==> src/rtl/fs_ds_inst_queue_if.sv <==
// IF->ID handshake bundle for the decoupling instruction queue.
// master: the surrounding pipeline (fetch side and decode side); slave: the queue.
interface fs_ds_inst_queue_if #(
  parameter int BUS_WD = 72
);
  logic              fs_to_q_valid;
  logic              q_allowin;
  logic [BUS_WD-1:0] fs_to_q_bus;
  logic              q_to_ds_valid;
  logic              ds_allowin;
  logic [BUS_WD-1:0] q_to_ds_bus;

  modport master (
    output fs_to_q_valid,
    output fs_to_q_bus,
    output ds_allowin,
    input  q_allowin,
    input  q_to_ds_valid,
    input  q_to_ds_bus
  );

  modport slave (
    input  fs_to_q_valid,
    input  fs_to_q_bus,
    input  ds_allowin,
    output q_allowin,
    output q_to_ds_valid,
    output q_to_ds_bus
  );
endinterface

==> src/rtl/fs_ds_inst_queue.sv <==
// Instruction queue between IF and ID: DEPTH-entry FIFO with flush and a
// fetch stop after any entry flagged as an exception.
module fs_ds_inst_queue #(
  parameter int BUS_WD = 72,
  parameter int DEPTH  = 4,
  parameter int EX_BIT = 64
) (
  input  logic                     clk,
  input  logic                     resetn,
  input  logic                     flush,
  fs_ds_inst_queue_if.slave        qif,
  output logic [$clog2(DEPTH):0]   q_count
);

  localparam int PTR_W = $clog2(DEPTH);
  localparam int CNT_W = PTR_W + 1;

  logic [BUS_WD-1:0] mem_q [DEPTH];
  logic [BUS_WD-1:0] mem_d [DEPTH];
  logic [PTR_W-1:0]  rd_ptr_q, rd_ptr_d;
  logic [PTR_W-1:0]  wr_ptr_q, wr_ptr_d;
  logic [CNT_W-1:0]  count_q, count_d;
  logic              ex_hold_q, ex_hold_d;

  logic allowin_s;
  logic valid_s;
  logic push_s;
  logic pop_s;

  // Handshake terms; allowin looks only at registered state so a full queue
  // never takes a push in the same cycle as a pop.
  always_comb begin
    allowin_s = (count_q != CNT_W'(DEPTH)) & ~ex_hold_q;
    valid_s   = (count_q != CNT_W'(0)) & ~flush;
    push_s    = qif.fs_to_q_valid & allowin_s & ~flush;
    pop_s     = valid_s & qif.ds_allowin;
  end

  assign qif.q_allowin     = allowin_s;
  assign qif.q_to_ds_valid = valid_s;
  assign qif.q_to_ds_bus   = mem_q[rd_ptr_q];
  assign q_count           = count_q;

  // Next-state for storage, pointers, occupancy and the exception hold.
  always_comb begin
    mem_d     = mem_q;
    rd_ptr_d  = rd_ptr_q;
    wr_ptr_d  = wr_ptr_q;
    count_d   = count_q;
    ex_hold_d = ex_hold_q;
    if (flush) begin
      // Stored data is left in place; only the bookkeeping is discarded.
      rd_ptr_d  = {PTR_W{1'b0}};
      wr_ptr_d  = {PTR_W{1'b0}};
      count_d   = {CNT_W{1'b0}};
      ex_hold_d = 1'b0;
    end else begin
      if (push_s) begin
        mem_d[wr_ptr_q] = qif.fs_to_q_bus;
        wr_ptr_d        = wr_ptr_q + PTR_W'(1'b1);
      end else begin
        wr_ptr_d = wr_ptr_q;
      end
      if (pop_s) begin
        rd_ptr_d = rd_ptr_q + PTR_W'(1'b1);
      end else begin
        rd_ptr_d = rd_ptr_q;
      end
      case ({push_s, pop_s})
        2'b10:   count_d = count_q + CNT_W'(1'b1);
        2'b01:   count_d = count_q - CNT_W'(1'b1);
        default: count_d = count_q;
      endcase
      ex_hold_d = ex_hold_q | (push_s & qif.fs_to_q_bus[EX_BIT]);
    end
  end

  // State registers with asynchronous active-low reset.
  always_ff @(posedge clk or negedge resetn) begin
    if (!resetn) begin
      for (int i = 0; i < DEPTH; i++) begin
        mem_q[i] <= {BUS_WD{1'b0}};
      end
      rd_ptr_q  <= {PTR_W{1'b0}};
      wr_ptr_q  <= {PTR_W{1'b0}};
      count_q   <= {CNT_W{1'b0}};
      ex_hold_q <= 1'b0;
    end else begin
      mem_q     <= mem_d;
      rd_ptr_q  <= rd_ptr_d;
      wr_ptr_q  <= wr_ptr_d;
      count_q   <= count_d;
      ex_hold_q <= ex_hold_d;
    end
  end

endmodule

==> src/flat_wrapper.sv <==
// flat-port wrapper written by rule: the top's interface ports become plain ports
module fs_ds_inst_queue_flat 
#(
  parameter int BUS_WD = 72,
  parameter int DEPTH  = 4,
  parameter int EX_BIT = 64
)
  (clk, resetn, flush, q_count, qif_fs_to_q_valid, qif_fs_to_q_bus, qif_ds_allowin, qif_q_allowin, qif_q_to_ds_valid, qif_q_to_ds_bus);
  fs_ds_inst_queue_if #(.BUS_WD(BUS_WD)) qif_i ();
  input  logic clk;
  input  logic resetn;
  input  logic flush;
  output logic [$clog2(DEPTH):0] q_count;
  input wire logic [$bits(qif_i.fs_to_q_valid)-1:0] qif_fs_to_q_valid;
  input wire logic [$bits(qif_i.fs_to_q_bus)-1:0] qif_fs_to_q_bus;
  input wire logic [$bits(qif_i.ds_allowin)-1:0] qif_ds_allowin;
  output wire logic [$bits(qif_i.q_allowin)-1:0] qif_q_allowin;
  output wire logic [$bits(qif_i.q_to_ds_valid)-1:0] qif_q_to_ds_valid;
  output wire logic [$bits(qif_i.q_to_ds_bus)-1:0] qif_q_to_ds_bus;
  assign qif_i.fs_to_q_valid = qif_fs_to_q_valid;
  assign qif_i.fs_to_q_bus = qif_fs_to_q_bus;
  assign qif_i.ds_allowin = qif_ds_allowin;
  assign qif_q_allowin = qif_i.q_allowin;
  assign qif_q_to_ds_valid = qif_i.q_to_ds_valid;
  assign qif_q_to_ds_bus = qif_i.q_to_ds_bus;
  fs_ds_inst_queue #(.BUS_WD(BUS_WD), .DEPTH(DEPTH), .EX_BIT(EX_BIT)) u_core (.clk(clk), .resetn(resetn), .flush(flush), .qif(qif_i), .q_count(q_count));
endmodule
==> config.mk <==
export PLATFORM = sky130hd
export DESIGN_NAME = fs_ds_inst_queue_flat
export DESIGN_NICKNAME = d
export VERILOG_FILES = /design/src/rtl/fs_ds_inst_queue_if.sv /design/src/rtl/fs_ds_inst_queue.sv /design/src/flat_wrapper.sv
export SDC_FILE = /design/constraint.sdc
export NUM_CORES = 1
export LEC_CHECK = 0
export CORE_MARGIN = 4
export CORE_UTILIZATION = 51
export CTS_BUF_LIST = sky130_fd_sc_hd__clkbuf_2
export DETAILED_ROUTE_END_ITERATION = 8
export DONT_BUFFER_PORTS = 1
export GPL_TIMING_DRIVEN = 0
export PLACE_DENSITY = 0.66
export SYNTH_ARGS = -nofsm -noshare
export SYNTH_HDL_FRONTEND = slang
export SYNTH_SLANG_ARGS = --single-unit
==> constraint.sdc <==
create_clock -name clk -period 6.06 [get_ports clk]
set_input_delay 0.909 -clock clk [delete_from_list [all_inputs] [get_ports clk]]
set_output_delay 0.909 -clock clk [all_outputs]
set_load 0.1 [all_outputs]
Yosys cells after proc, flatten, opt, wreduce, memory -nomap -nowiden
Index checks and enable logic that the tools add are counted.
{"block": "totals", "regBits": 296, "inputBits": 77, "out_inout_bits": 77}
{"block": "classes", "add_sub_neg": 4, "order_cmp": 3, "eq_ne": 3, "n_mux": 13, "n_bitwise": 11, "n_reduce_logical": 6}
{"operator": "bitwise mux 288 bit", "n": 1}
{"operator": "2-to-1 mux 72 bit", "n": 3}
{"operator": "binary-select mux 72 bit (select 2 bit)", "n": 1}
{"operator": "demux 72 bit (select 2 bit)", "n": 1}
{"operator": "2-to-1 mux 2 bit", "n": 4}
{"operator": "bitwise AND 1 bit", "n": 6}
{"operator": ">= comparator 3 bit, second input constant", "n": 2}
{"operator": "NOT 2 -> 3 bit", "n": 2}
{"operator": "case mux 3 bit (2 select lines)", "n": 1}
{"operator": "nonzero test 3 bit", "n": 2}
{"operator": "adder 2 x 1 -> 2 bit, second input constant", "n": 2}
{"operator": "nonzero test 2 bit", "n": 2}
{"operator": "adder 3 x 1 -> 3 bit, second input constant", "n": 1}
{"operator": "< comparator 3 x 1 -> 1 bit, second input constant", "n": 1}
{"operator": "2-to-1 mux 3 bit", "n": 1}
{"operator": "!= test 3 bit, second input constant", "n": 1}
{"operator": "subtractor 3 x 1 -> 3 bit, second input constant", "n": 1}
{"operator": "== test 2 x 1 -> 1 bit, second input constant", "n": 1}
{"operator": "== test 2 bit, second input constant", "n": 1}
{"operator": "NOT 1 bit", "n": 2}
{"operator": "AND reduction 2 bit", "n": 1}
{"operator": "logical AND 1 bit", "n": 1}
{"operator": "2-to-1 mux 1 bit", "n": 1}
{"operator": "bitwise OR 1 bit", "n": 1}

Longest topological paths before layout
Gate-level depths: netlist of run 1.
{"block": "depth", "ltp_word": 7, "ltp_mapped": 6}

Worst setup path after synthesis of run 1
Ideal clock, no wire load.
{"block": "synth_timing", "path_kind": "reg-to-output", "from": "register u_core.count_q[0] (netlist: u_core.q_count[0])", "to": "output qif_q_allowin", "arrival_ns": 2.578, "slack_ns": 2.573, "stages_incl_launch_ff": 3, "path_buffers": 0, "path_cell_list": "dfrtp_1 > nor3b_1 > nor2_1"}
{"block": "synth_between", "elab_chain_len": 2}
{"item": "start: declaration", "line": "fs_ds_inst_queue.sv:22", "rtl": "logic [CNT_W-1:0] count_q, count_d;"}
{"item": "start signal: assignment", "line": "fs_ds_inst_queue.sv:86", "rtl": "count_q <= {CNT_W{1'b0}};"}
{"item": "start signal: assignment", "line": "fs_ds_inst_queue.sv:92", "rtl": "count_q <= count_d;"}
{"item": "!= test 3 bit", "line": "fs_ds_inst_queue.sv:33", "rtl": "allowin_s = (count_q != CNT_W'(DEPTH)) & ~ex_hold_q;"}
{"item": "bitwise AND 1 bit", "line": "fs_ds_inst_queue.sv:33"}
{"item": "end: declaration", "line": "flat_wrapper.sv:17", "rtl": "output wire logic [$bits(qif_i.q_allowin)-1:0] qif_q_allowin;"}
No other way between the ends.

Worst setup path in the final report of run 1
{"block": "layout_timing", "from": "register u_core.rd_ptr_q[1]", "to": "output qif_q_to_ds_bus[71]"}
{"block": "layout_between", "elab_chain_len": 4}
{"item": "start: declaration", "line": "fs_ds_inst_queue.sv:20", "rtl": "logic [PTR_W-1:0] rd_ptr_q, rd_ptr_d;"}
{"item": "start signal: assignment", "line": "fs_ds_inst_queue.sv:84", "rtl": "rd_ptr_q <= {PTR_W{1'b0}};"}
{"item": "start signal: assignment", "line": "fs_ds_inst_queue.sv:90", "rtl": "rd_ptr_q <= rd_ptr_d;"}
{"item": "NOT 2 -> 3 bit (implied by the code)", "line": "fs_ds_inst_queue.sv:41", "rtl": "assign qif.q_to_ds_bus = mem_q[rd_ptr_q];"}
{"item": "binary-select mux 72 bit (select 2 bit)", "line": "fs_ds_inst_queue.sv:41"}
{"item": "2-to-1 mux 72 bit (implied by the code) (2 in series)", "line": "fs_ds_inst_queue.sv:41"}
{"item": "end: declaration", "line": "flat_wrapper.sv:19", "rtl": "output wire logic [$bits(qif_i.q_to_ds_bus)-1:0] qif_q_to_ds_bus;"}
No other way between the ends. The select of a mux whose other input is x is not followed.

==> metrics.md, run 1 <==
| Metric | Value |
|---|---|
| Pin count of the biggest net entering global routing | `297` |
| Seq cells post-synth | `between 200 and 300` |
| CP Capture Type | `primary output` |
| Crit start category | `register` |
| Netlist Area Pre-Place | `13000 um2` |
| Chip width | `168 um` |
| Cells after synthesis | `748` |
| Area Overhead vs Synth | `8.69%` |
| Status | `finished, violations left` |
| Die ar. | `28100 um2` |
| Initial drt markers | `280` |
| Post-route ant nets | `0` |
| GR Overflow Total | `0` |
| TritonRoute pass-1 iters | `4` |
| Crit path max fanout | `10` |
| Fin Hold WS | `-198 ps` |
| Post CTS Setup Buffer Count | `0` |
| Failing checks | `hold timing` |
| Clock buffer depth | `3` |
| Rel. slew slack | `about a quarter` |
| WS Path Type | `reg -> out` |
| Mapped Nets | `between 800 and 900` |
| Critical path data arrival time | `3090 ps` |
| Final-stage net count | `910` |
| Area post-placement | `13400 um2` |
| H-tree depth | `3` |
| Share of cells above drive strength 1 | `about three fifths` |
| Routed vias/inst | `5.73` |
| Final Non-Filler Cells | `1209` |
| Core area | `25100 um2` |
| Leakage | `6.42 nW` |
| Worst VDD drop | `around 0.32 mV` |
| DR WL/cell | `23.1 um` |
| Highest clock rate | `0.250 GHz` |
| Pwr dens | `572 nW/um2` |
| Synth async-reset ratio | `100%` |
| CP required | `5150 ps` |
| Final setup viols | `0` |
| Commonest non-fill, non-tap cell in the layout | `dfrtp_1` |
| Synth Flop Type | `dfrtp_1` |
| WL final | `27900 um` |
| DP Cell Count | `1078` |
| Root Buffer | `clkbuf_2` |
| CTS sink count | `between 200 and 300` |
| Warnings, synthesis | `0` |
| # rows | `58` |
| Die Ht | `168 um` |
| DRC errors left | `0` |
| HPWL after DPL | `18400 um` |
| Via Count | `6924` |
| Tcrit/Tclk final | `between 60% and 70%` |
| Number of synthesized flops with an enable pin | `0` |
| Skew-Pair Late Insertion Delay | `780 ps` |
| Layout Skew | `approximately 51 ps` |
| Worst slew pin tran | `1100 ps` |
| RSZ-0062 raised after global routing | `false` |
| Hold Fails Final Rpt | `296` |
| Starting Density | `51.8%` |
| Tmin final | `4000 ps` |
| I/O Buffers | `0` |
| Max-cap check violation count | `0` |
| Max Slew Vio Count | `0` |
| Vias in the first global route | `8091` |
| Post-synth cell types | `27` |
| CTS clk-pin slew, worst paths | `100 ps` |
| CTS-repair resized insts | `0` |
| Total CTS buffers | `78` |
| Filler cells | `1966` |
| First-pass GRT wire length | `44600 um` |
| Post-route setup TNS | `0 ps` |
| I/O pin count | `roughly 150` |
| Post-synthesis sequential area ratio | `57.0%` |
| Syn Area/Cell | `17.4 um2` |
| Gr usage total | `about 20%` |
| Hold Path Class | `in -> async` |
| GP Congestion | `0.794` |
| Commonest non-fill, non-tap cells in the layout | `dfrtp_1, mux2_2, clkbuf_2` |
| CTS tree | `yes` |
| Fin area | `14100 um2` |
| Initial antenna violation count | `2` |
-- critical path, stage by stage, from the launching register on --
cell      delay [ps]
dfrtp_1          330
clkbuf_1         520
clkbuf_1         700
mux4_2           750
-- final cells by class --
| cell class | instances | area, um2 | area share, % |
|---|---|---|---|
| clock buffers | 114 | 571 | 4.04 |
| multi-input cells | 404 | 5200 | 36.8 |
| flip-flops and latches | 296 | 7410 | 52.4 |
| plain buffers | 45 | 388 | 2.74 |
| well taps | 330 | 413 | 2.92 |
| diodes | 2 | 5.00 | 0.0354 |
| clock inverters | 15 | 136 | 0.965 |
| inverters | 3 | 11.3 | 0.0797 |
-- per-layer routing --
metal  share of wire (%)  routed length, um  global-route usage, %
met5                   0                  0                      0
met4                 1.8                511                   6.77
met3                 7.2               2000                   7.48
met2                  51              14300                   34.2
met1                  40              11100                   24.1
-- report_power, final --
group          internal (mW)  total, mW  switching (mW)
sequential              2.76       3.19           0.429
clock                  0.620       1.38           0.765
combinational           1.03       3.50            2.48
total                   4.41       8.08            3.67
-- cell families (layout without fill, tap and decap cells) --
family | count (synthesis) | count (layout) | synth area share [%]
muxes | 364 | 364 | 37.7
other | 0 | 2 | 0
adders and majority gates | 5 | 5 | 0.539
and+or+nand+nor | 27 | 27 | 1.18
xor gates and xnor gates | 4 | 4 | 0.270
buffers and inverters | 48 | 177 | 3.07
AOI/OAI and AO/OA | 4 | 4 | 0.221
DFF | 296 | 296 | 57.0
-- flip-flops by register name, summed over array words and instances, names as in the netlist --
| register | flops |
|---|---|
| u_core.wr_ptr_q | 2 |
| u_core.q_count | 3 |
| u_core.rd_ptr_q | 2 |
| u_core.ex_hold_q | 1 |
| u_core.mem_q | 288 |
-- Yosys cell counts, types with 2 or more instances --
library cell | count | area (um2)
buf_1 | 2 | 7.51
buf_2 | 7 | 35.0
buf_6 | 28 | 315
clkbuf_1 | 8 | 30.0
dfrtp_1 | 296 | 7410
ha_1 | 4 | 50.1
inv_1 | 3 | 11.3
mux2_2 | 290 | 3270
mux2i_1 | 2 | 20.0
mux4_2 | 72 | 1620
nand2_2 | 4 | 25.0
nand2b_1 | 3 | 18.8
nor2_1 | 11 | 41.3
nor2b_1 | 3 | 18.8
xnor2_1 | 3 | 26.3
-- path summary, 6_finish.rpt --
check	startpoint	endpoint	slack, ps	depth (start not counted)
worst min register to register	u_core.mem_q[86]	u_core.mem_q[86]	510	1
worst max register to register	u_core.q_count[2]	u_core.mem_q[219]	3100	5
worst min-delay path	resetn	u_core.mem_q[198]	-200	0
min in group clk	qif_fs_to_q_bus[33]	u_core.mem_q[249]	240	1
max in group asynchronous	resetn	u_core.mem_q[147]	5750	0
worst max-delay path	u_core.rd_ptr_q[1]	qif_q_to_ds_bus[71]	2060	3
-- per-stage QoR --
stage | setup slack (ps) | hold WS [ps] | power (mW) | utilization, %
floorplan | 2570 | 474 | 6.34 | -
global placement | 2500 | 481 | 6.58 | 53.4
detailed placement | 2830 | 487 | 6.77 | 53.4
CTS | 1910 | -312 | 8.18 | 56.3
global route | 1860 | -328 | 8.47 | 56.3
finish | 2060 | -198 | 8.08 | 56.3
No activity file was read; power rests on OpenSTA's default activity.
==> run 2: changes to the inputs <==
==> constraint.sdc (replaced) <==
create_clock -name clk -period 3.9 [get_ports clk]
set_input_delay 0.585 -clock clk [delete_from_list [all_inputs] [get_ports clk]]
set_output_delay 0.585 -clock clk [all_outputs]
set_load 0.1 [all_outputs]
==> run 2 against run 1 <==
- the run still ends with hold timing left
- global-route usage is 0.32 points higher
- clock power is 57% higher
- register-to-register slack worse by 2200 ps
==> metrics.md, run 2 (synthesis results as in run 1) <==
| Metric | Value |
|---|---|
| Pwr dens | `851 nW/um2` |
| HPWL after DPL | `18400 um` |
| H-tree depth | `3` |
| Starting Density | `between 50 and 60%` |
| Hold Fails Final Rpt | `around 300` |
| Combinational share of power | `roughly 44%` |
| Area post-placement | `~13000 um2` |
| DR WL/cell | `22.0 um` |
| I/O Buffers | `0` |
| Failing checks | `hold timing` |
| GP Congestion | `0.794` |
| WS Path Type | `reg -> out` |
| Clock buffer depth | `3` |
| Cell Int Power | `6.90 mW` |
| GR Overflow Total | `0` |
| Final core utilization | `about 59%` |
| Final Non-Filler Cells | `around 1300` |
| Routed vias/inst | `5.62` |
| CTS tree | `yes` |
| Vias in the first global route | `roughly 8400` |
| Commonest non-fill, non-tap cells in the layout | `dfrtp_1, mux2_2, clkbuf_2` |
| Initial drt markers | `346` |
| Die Ht | `roughly 170 um` |
| Layout Skew | `42.8 ps` |
| WL final | `about 28000 um` |
| Post-route ant nets | `0` |
| I/O pin count | `154` |
| Commonest non-fill, non-tap cell in the layout | `dfrtp_1` |
| Final setup viols | `0` |
| Via Count | `7228` |
| First-pass GRT wire length | `45700 um` |
| Max-cap check violation count | `0` |
| Seq pwr share | `39.2%` |
| Worst VDD drop | `0.488 mV` |
| Core area | `25100 um2` |
| CTS-repair resized insts | `0` |
| Crit start category | `register` |
| Area Overhead vs Synth | `14.4%` |
| P_sw | `5.75 mW` |
| CTS clk-pin slew, worst paths | `90 ps` |
| Hold Path Class | `in -> async` |
| Skew-Pair Late Insertion Delay | `770 ps` |
| Status | `finished, violations left` |
| TritonRoute pass-1 iters | `4` |
| Fin area | `14900 um2` |
| # rows | `58` |
| Crit path max fanout | `10` |
| Die ar. | `28100 um2` |
| Worst slew pin tran | `approximately 1100 ps` |
| Tmin final | `roughly 3700 ps` |
| CTS sink count | `about 300` |
| Total CTS buffers | `78` |
| Gr usage total | `20.5%` |
| Leakage | `approximately 6.7 nW` |
| Max FFs per register | `288` |
| Final-stage net count | `between 900 and 1000` |
| Clock share of power | `17.1%` |
| Pin count of the biggest net entering global routing | `297` |
| Rel. slew slack | `26.5%` |
| Chip width | `168 um` |
| Root Buffer | `clkbuf_2` |
| Tcrit/Tclk final | `94.2%` |
| Post CTS Setup Buffer Count | `0` |
| DRC errors left | `0` |
| CP Capture Type | `primary output` |
| CP required | `3310 ps` |
| Highest clock rate | `0.272 GHz` |
| Max Slew Vio Count | `0` |
| Net Sw Frac | `45.5%` |
| Post-route setup TNS | `0 ps` |
| Biggest register | `u_core.mem_q` |
| Fin Hold WS | `-516 ps` |
| Initial antenna violation count | `4` |
| Critical path data arrival time | `3090 ps` |
| Share of cells above drive strength 1 | `55.0%` |
| DP Cell Count | `1078` |
| RSZ-0062 raised after global routing | `false` |
| Post-CTS Hold Buffers | `74` |
## run 2: cell types whose count changed in the layout (fill, tap and decap cells not counted)
cell	delta
dlygate4sd3_1	+74
diode_2	+2
## run 2: final cells by class
class	count	area, um2
multi-input combinational	404	5200
timing repair buffer	74	741
clock buffer	114	571
fill	1915	10200
clock inverter	15	136
sequential	296	7410
buffer	45	388
antenna	4	10.0
tap	330	413
inverter	3	11.3
## run 2: through the flow
stage,power (mW),setup WS (ps)
global placement,10.2,665
global route,13.3,27.2
finish,12.7,226
CTS,12.8,77.4
floorplan,9.85,737
detailed placement,10.5,982
## run 2: worst paths after layout
kind / slack, ps / to / cells past startpoint / from
min: -520 / u_core.mem_q[226] / 0 / resetn
min in group clk: 180 / u_core.rd_ptr_q[0] / 4 / qif_ds_allowin
max reg2reg: 910 / u_core.mem_q[224] / 5 / u_core.q_count[2]
max in group asynchronous: 3980 / u_core.mem_q[49] / 0 / resetn
max: 230 / qif_q_to_ds_bus[71] / 3 / u_core.rd_ptr_q[1]
min reg2reg: 510 / u_core.mem_q[108] / 1 / u_core.mem_q[108]
## run 2: per-layer routing
layer	track usage, %	up-vias	wire length (um)	share of wire, %
li1	-	3152	-	-
met1	25.3	3826	11500	41
met2	35.0	196	14600	52
met3	6.16	54	1680	5.9
met4	6.81	0	534	1.9
met5	0	-	0	0
## run 2: power by group through the flow
stage / registers, mW / logic [mW] / clock network (mW)
floorplan: 4.77 / 5.07 / 0
global placement: 4.86 / 5.36 / 0
detailed placement: 5.02 / 5.50 / 0
CTS: 4.95 / 5.60 / 2.25
global route: 5.08 / 5.75 / 2.44
finish: 4.96 / 5.53 / 2.16
## run 2: critical path, stage by stage (launching register included)
cell      delay (ps)
dfrtp_1          330
clkbuf_1         520
clkbuf_1         700
mux4_2           750
==> run 3: changes to the inputs <==
--- a/config.mk
+++ b/config.mk
@@ -12,6 +12,7 @@
 export DONT_BUFFER_PORTS = 1
 export GPL_TIMING_DRIVEN = 0
 export PLACE_DENSITY = 0.66
+export RECOVER_POWER = 50
 export SYNTH_ARGS = -nofsm -noshare
 export SYNTH_HDL_FRONTEND = slang
 export SYNTH_SLANG_ARGS = --single-unit
==> run 3 against run 2 <==
- the run still ends with hold timing left
- global-route usage is the same
- final area down 0.50%
- sequential share of layout area increased by 0.25 points
- hold slack got worse by 0.97 ps
- wire length down 0.15%
- non-clock buffer count is the same
- sequential cell count stayed put
- maximum frequency is 0.12% higher
- critical path depth unchanged
- combinational power barely moved
- utilization down 0.29 points
- total power about the same
- critical path type unchanged
- critical endpoint unchanged
==> metrics.md, run 3 (synthesis results as in run 1) <==
| Metric | Value |
|---|---|
| Status | `finished, violations left` |
| Failing checks | `hold timing` |
| Rel. slew slack | `25.6%` |
| CP top delay family | `buffers and inverters` |
| Area Overhead vs Synth | `13.9%` |
| Top cell by count, worst path | `clkbuf_1` |
| Clock buffer depth | `3` |
| CTS tree | `yes` |
| Routed vias/inst | `between 5 and 6` |
| CTS sink count | `roughly 300` |
| RSZ-0062 raised after global routing | `false` |
| Reg-to-reg startpoint | `u_core.q_count[2]` |
| CP startpoint | `u_core.rd_ptr_q[1]` |
| Worst path slowest cell | `mux4_2` |
| Layout Skew | `between 40 and 50 ps` |
| First-pass GRT wire length | `approximately 46000 um` |
| Final setup viols | `0` |
| Max incr delay on CP | `roughly 750 ps` |
| Met2 Use GR | `35.0%` |
| Core area | `approximately 25000 um2` |
| WS Path Type | `reg -> out` |
| Max Slew Vio Count | `0` |
| Post-CTS Hold Buffers | `74` |
| Max-cap check violation count | `0` |
| Pwr dens | `854 nW/um2` |
| Pin count of the biggest net entering global routing | `297` |
| GP Congestion | `between 0.7 and 0.8` |
| Die Ht | `about 170 um` |
| Crit start category | `register` |
| Skew-Pair Late Insertion Delay | `780 ps` |
| R2R cell count | `5` |
| Root Buffer | `clkbuf_2` |
| Chip width | `168 um` |
| Commonest non-fill, non-tap cell in the layout | `dfrtp_1` |
| H-tree depth | `3` |
| Filler cells | `1931` |
| R2r setup slk | `between 400 and 500 ps` |
| Post-route setup TNS | `0 ps` |
| Worst slew pin tran | `1120 ps` |
| CTS-repair resized insts | `0` |
| DRC errors left | `0` |
| HPWL after DPL | `between 15000 and 20000 um` |
| Final-stage net count | `a little under 1000` |
| Post CTS Setup Buffer Count | `0` |
| DR WL/cell | `22.0 um` |
| WL final | `28300 um` |
| Tcrit/Tclk final | `94.1%` |
| Total power | `12.6 mW` |
| Initial drt markers | `about 340` |
| Gr usage total | `20.5%` |
| # rows | `58` |
| Tmin final | `around 3700 ps` |
| Setup crit end | `qif_q_to_ds_bus[71]` |
| Die ar. | `about 28000 um2` |
| Hold Path Class | `in -> async` |
| WP depth | `3` |
| Biggest register | `u_core.mem_q` |
| CTS clk-pin slew, worst paths | `100 ps` |
| Final Non-Filler Cells | `1285` |
| I/O Buffers | `0` |
| CP Buf/Inv Count | `2` |
| Highest clock rate | `0.273 GHz` |
| GR Util met1 | `25.3%` |
| Vias in the first global route | `8430` |
| Worst VDD drop | `between 0.4 and 0.5 mV` |
| CP Capture Type | `primary output` |
| Reg-to-reg endpoint | `u_core.mem_q[57]` |
| Via Count | `7230` |
| I/O pin count | `154` |
| Hold Fails Final Rpt | `296` |
| Total CTS buffers | `78` |
| GR Overflow Total | `0` |
| Max FFs per register | `~290` |
| CP Cell Sequence | `clkbuf_1, clkbuf_1, mux4_2` |
| Crit path max fanout | `10` |
| Initial antenna violation count | `4` |
| CP required | `approximately 3300 ps` |
| TritonRoute pass-1 iters | `4` |
| Commonest non-fill, non-tap cells in the layout | `dfrtp_1, mux2_2, clkbuf_2` |
| Starting Density | `51.8%` |
| Global route hottest layer | `met2` |
| Share of cells above drive strength 1 | `between 50% and 60%` |
| Fin Hold WS | `-517 ps` |
| Critical path data arrival time | `3080 ps` |
| Post-route ant nets | `0` |
| Leakage | `6.69 nW` |
| GR Layer Usage met3 | `under 10%` |
| DP Cell Count | `1078` |
==> run 3: how the worst min path moves through the flow <==
stage	start	to	slack [ps]	cells past startpoint
2_1_floorplan	resetn	u_core.ex_hold_q	290	0
3_3_place_gp	resetn	u_core.mem_q[223]	300	0
3_5_place_dp	resetn	u_core.mem_q[226]	300	0
4_1_cts	resetn	u_core.mem_q[226]	-640	0
5_1_grt	resetn	u_core.mem_q[78]	-650	0
6_report	resetn	u_core.mem_q[148]	-520	0
==> run 3: power breakdown <==
part | switching (mW) | internal (mW) | leakage (nW)
Clock | 1.20 | 0.963 | 0.537
Combinational | 3.89 | 1.64 | 2.41
Sequential | 0.669 | 4.29 | 3.74
==> run 3: area by class of cell <==
cell class | count | area [um2] | share of cell area (%)
clock buffers | 114 | 571 | 3.85
plain buffers | 45 | 335 | 2.27
well taps | 330 | 413 | 2.79
flip-flops and latches | 296 | 7410 | 50.0
inverters | 3 | 11.3 | 0.0761
diodes | 4 | 10.0 | 0.0676
clock inverters | 15 | 136 | 0.921
repair buffers | 74 | 741 | 5.00
multi-input cells | 404 | 5180 | 35.0
==> run 3: routing by layer <==
layer  wire length, um  part of all wire, %
met1             11500                   41
met2             14600                   52
met3              1620                  5.7
met4               510                  1.8
met5                 0                    0
==> run 3: metrics by stage <==
step	utilization [%]	instance area [um2]	hold WS [ps]	worst slack, ps
floorplan	-	13000	289	737
global placement	53.4	13400	300	665
detailed placement	53.4	13400	298	982
CTS	59.2	14900	-636	77.4
global route	59.0	14800	-647	27.2
finish	59.0	14800	-517	231
==> run 3: worst reg2reg max path, cell delays in order (launching register included) <==
cell	delay, ps
dfrtp_1	1020
nor3b_1	540
nor3_1	220
nand2_1	490
clkbuf_1	650
mux2_2	410
